===== config.mk =====
export PLATFORM = sky130hd
export DESIGN_NAME = stopwatch_ctrl
export DESIGN_NICKNAME = d
export VERILOG_FILES = /design/src/rtl/stopwatch_ctrl.sv
export SDC_FILE = /design/constraint.sdc
export NUM_CORES = 1
export LEC_CHECK = 0
export ABC_AREA = 1
export BUFFER_PORTS_ARGS = -buffer_cell sky130_fd_sc_hd__buf_2
export CORE_UTILIZATION = 40
export CTS_BUF_LIST = sky130_fd_sc_hd__clkbuf_8
export DETAILED_ROUTE_END_ITERATION = 16
export MAX_ROUTING_LAYER = met4
export PLACE_DENSITY = 0.63
export SKIP_LAST_GASP = 1
export SYNTH_ARGS = -nofsm -noshare
export SYNTH_HDL_FRONTEND = slang
export SYNTH_SLANG_ARGS = --single-unit

===== constraint.sdc =====
create_clock -name clk -period 1.75 [get_ports clk]
set_input_delay 0.35 -clock clk [delete_from_list [all_inputs] [get_ports clk]]
set_output_delay 0.35 -clock clk [all_outputs]
set_load 0.05 [all_outputs]

===== src/rtl/stopwatch_ctrl.sv =====
`default_nettype none
// ============================================================================
// Module      : stopwatch_ctrl
// Description : Run/stop/lap/clear sequencer for a 4-digit BCD stopwatch.
//               Optional macro STOPWATCH_WRAP_EN: roll over 9999->0000
//               instead of entering the sticky overflow state.
// Revision    : 1.0 - initial release
// ============================================================================
module stopwatch_ctrl #(
    parameter int DIV = 10,
    parameter int W   = 16
) (
    input  logic         clk,
    input  logic         rst,
    input  logic         ss_n,
    input  logic         lap_n,
    input  logic         at_max,
    input  logic [W-1:0] cnt_bcd,
    output logic         cnt_en,
    output logic         cnt_clr,
    output logic [W-1:0] disp_bcd,
    output logic         running,
    output logic         ovf,
    output logic [2:0]   state
);

    localparam int                    c_PCNT_W   = (DIV > 2) ? $clog2(DIV) : 1;
    localparam logic [c_PCNT_W-1:0]   c_PCNT_MAX = c_PCNT_W'(DIV - 1);

    typedef enum logic [2:0] {
        S_IDLE = 3'd0,
        S_RUN  = 3'd1,
        S_STOP = 3'd2,
        S_LAP  = 3'd3,
        S_OVF  = 3'd4
    } state_t;

    state_t              r_state;
    logic                r_ss_prev;
    logic                r_lap_prev;
    logic [c_PCNT_W-1:0] r_pcnt;
    logic                r_tick;
    logic [W-1:0]        r_lap_reg;
    logic                r_ovf;
    logic                r_clr_pulse;

    logic w_ss_ev;
    logic w_lap_ev;
    logic w_live;
    logic w_hit;
    logic w_adv;

    // Start/stop has priority: a simultaneous lap press is discarded.
    assign w_ss_ev  = r_ss_prev & ~ss_n;
    assign w_lap_ev = r_lap_prev & ~lap_n & ~w_ss_ev;
    assign w_live   = (r_state == S_RUN) || (r_state == S_LAP);

`ifdef STOPWATCH_WRAP_EN
    assign w_hit  = 1'b0;
    assign cnt_en = r_tick & w_live & ~rst;
    assign ovf    = r_ovf | (r_tick & w_live & at_max & ~rst);
`else
    assign w_hit  = r_tick & w_live & at_max;
    assign cnt_en = r_tick & w_live & ~at_max & ~rst;
    assign ovf    = r_ovf;
`endif

    // The prescaler only advances on edges that stay in RUN/LAP, so a stop
    // freezes the phase exactly where the press found it.
    assign w_adv = w_live & ~w_ss_ev & ~w_hit;

    always_ff @(posedge clk) begin
        if (rst) begin
            r_state     <= S_IDLE;
            r_ss_prev   <= 1'b1;
            r_lap_prev  <= 1'b1;
            r_pcnt      <= '0;
            r_tick      <= 1'b0;
            r_lap_reg   <= '0;
            r_ovf       <= 1'b0;
            r_clr_pulse <= 1'b0;
        end else begin
            r_ss_prev   <= ss_n;
            r_lap_prev  <= lap_n;
            r_clr_pulse <= 1'b0;
            r_tick      <= 1'b0;

            if (w_adv) begin
                if (r_pcnt == c_PCNT_MAX) begin
                    r_pcnt <= '0;
                    r_tick <= 1'b1;
                end else begin
                    r_pcnt <= r_pcnt + 1'b1;
                end
            end else if ((r_state == S_IDLE) || (r_state == S_OVF)) begin
                r_pcnt <= '0;
            end

            if (w_hit) begin
                r_state <= S_OVF;
                r_ovf   <= 1'b1;
            end else begin
                case (r_state)
                    S_IDLE: begin
                        if (w_ss_ev) r_state <= S_RUN;
                    end
                    S_RUN: begin
                        if (w_ss_ev) begin
                            r_state <= S_STOP;
                        end else if (w_lap_ev) begin
                            r_state   <= S_LAP;
                            r_lap_reg <= cnt_bcd;
                        end
                    end
                    S_LAP: begin
                        if (w_ss_ev)       r_state <= S_STOP;
                        else if (w_lap_ev) r_state <= S_RUN;
                    end
                    S_STOP: begin
                        if (w_ss_ev) begin
                            r_state <= S_RUN;
                        end else if (w_lap_ev) begin
                            r_state     <= S_IDLE;
                            r_ovf       <= 1'b0;
                            r_clr_pulse <= 1'b1;
                        end
                    end
                    S_OVF: begin
                        if (w_lap_ev) begin
                            r_state     <= S_IDLE;
                            r_ovf       <= 1'b0;
                            r_clr_pulse <= 1'b1;
                        end
                    end
                    default: r_state <= S_IDLE;
                endcase
            end
        end
    end

    assign cnt_clr  = rst | r_clr_pulse;
    assign running  = w_live;
    assign state    = r_state;
    assign disp_bcd = (r_state == S_LAP) ? r_lap_reg : cnt_bcd;

endmodule
`default_nettype wire


==> flow_summary.toml <==
[setup_path]
crit_type = "reg -> out"
critPathLaunchType = "flip-flop"
startpoint = "state[2]"
path_max_fanout = 8
required_ps = 1400
rr_startpoint = "state[0]"
worstSetupEndpointType = "output pin"
arrival_ps = 1390

[synthesis]
ys_ff_latch = 28
ys_top_cells_by_count = "59 x nand2_1, 31 x inv_1, 28 x dfxtp_1"
yosys_warnings = 0
synth_fp_nets = 262
seq_area_frac_synth_pct = 36.2
synthCells = 239
syn_area_um2 = 1550
synth_most_common_cell = "nand2_1"
synth-edff-count = 0
synthArstFlopShare_pct = 0
synth_area_leaders = "dfxtp_1 36%, nand2_1 14%, nand3_1 8.4%"
yosysTopAreaCellShare_pct = 36.2
synth_ff_type = "dfxtp_1"
synth_largest_area_cell = "dfxtp_1"
postSynthAreaPerCell_um2 = 6.48
synth_cell_types = 22

[timing]
post-route-min-period_ps = 1740
timing.slew.headroom_pct = 72.1
finalSetupTns_ps = 0
rsz0062_at_grt = "yes"
fmax_mhz = 575
finalSetupViolations = 0
slew_violations = 0
hold_slack_ps = 253
skew_ps = 7.13
hold_viol = 0
min_period_over_period_pct = 99.3
tightest_slew_ps = 419

[clocking]
cts_tree = "built"
clk_path_buf_depth = 2
numClockSinks = 28
cts-root-buf = "clkbuf_8"
clk_pin_slew_ps = 100
clock_latency_ps = 270
cts_hold_buf = 0
numCtsBuffers = 3
htree_levels = 1

[hold_path]
hold_class = "in -> reg"
min_from = "lap_n"

[finish]
nets = 311
area_growth_syn_to_layout_pct = 41.4
nFillCells = 369
largest_reg_flops = 16
n_antenna_cell = 0
ff_latch_area_um2 = 567
drive_gt1_share_pct = 35.7
multiInputGateArea_um2 = 921
finish.utilization_pct = 59.3

[global_route]
grt_first_pass_wirelength_um = 6130
grt_antenna_before_repair = 0
grt_max_degree = 36
grt_remaining_overflow = 0
grt_usage_pct = 19.1
grt_pass1_vias = 1420

[routing]
first_pass_iters = 4
drtIter0Drc = 96
routedWlPerCell_um = 11.2
vias = 1607
drc = 0
drt_wl_total_um = 3730
viasPerCell = 4.81
drtAntennaViolNets = 0

[floorplanning]
num_rows = 22
io_pins = 44
die_h_um = 64.2
die_x_um = 64.2
coreArea_um2 = 3690
initial_core_util_pct = 42.0
die-area_um2 = 4120

[status]
status = "finished, final reports clean"

[placement]
hpwl_um = 2340
gp_congestion = 0.790
portBuffers = 43

[power]
p_per_area_nw_per_um2 = 704
peakVddDrop_mv = 0.613
total_leakage_power_nw = 1.05
power_w = 0.00154

[flow_run]
cap_violations = 0
==> timing repair <==
item                       CTS  global route
cloned                       2             1
setup buffers                3             4
setup endpoints to repair   16            17
pin swaps                    1             2
gates resized for setup     38            18
==> final cells by class <==
class	instances	share of cell area (%)
multi-input combinational	165	42.1
tap	48	2.74
inverter	33	5.66
sequential	28	25.9
timing repair buffer	57	21.7
clock buffer	3	1.89
==> final timing paths <==
kind                            slack [ps]           end  cells after the start
worst max register to register         210  r_lap_reg[0]                      8
worst min-delay path                   250    r_lap_prev                      3
worst min register to register         470           ovf                      2
worst max-delay path                    10   disp_bcd[3]                      7
==> report_power, final <==
part | switching (W) | leakage [nW] | internal (W)
Clock | 0.000191 | 0.0216 | 0.000154
Sequential | 0.0000247 | 0.229 | 0.000671
Combinational | 0.000318 | 0.801 | 0.000181
Total | 0.000534 | 1.05 | 0.00101
==> cells by family (layout without fill, tap and decap cells) <==
| kind of cell | after synthesis | after routing | synth area share [%] |
|---|---|---|---|
| adders and majority gates | 2 | 2 | 1.62 |
| AOI/OAI and AO/OA | 41 | 41 | 13.7 |
| buffers and inverters | 46 | 93 | 13.8 |
| DFF | 28 | 28 | 36.2 |
| and+or+nand+nor | 121 | 121 | 34.0 |
| xor gates and xnor gates | 1 | 1 | 0.566 |
==> worst max-delay path: stages (launching register included) <==
cell	delay, ps
dfxtp_2	330
inv_2	70
nand2_4	60
nor2_4	140
buf_6	150
clkbuf_16	170
o21ai_2	60
buf_6	150
==> layer usage <==
metal,part of all wire (%),global-route usage [%]
met1,47,24.0
met2,47,30.9
met3,4.0,4.29
met4,1.7,4.72
met5,0,-
==> metrics by stage <==
stage / setup slack, ps / instance area, µm² / std cells
after floorplan: -74.2 / 1640 / 239
after global placement: 168 / 1890 / 323
after detailed placement: 137 / 1890 / 323
after CTS: -31.5 / 2120 / 331
after global routing: -54.9 / 2190 / 334
final: 12.1 / 2190 / 334
==> cells in the final DEF (no fill, tap or decap), drive strengths merged <==
master and instances:
nand3 26, nand2 60, o21ai 17, a21oi 24, or2 1, dfxtp 28, nand4 3, xor2 1
nor3 1, nor2 30, inv 33, ha 2, clkbuf 4, buf 56
No activity file was read; power rests on OpenSTA's default activity.
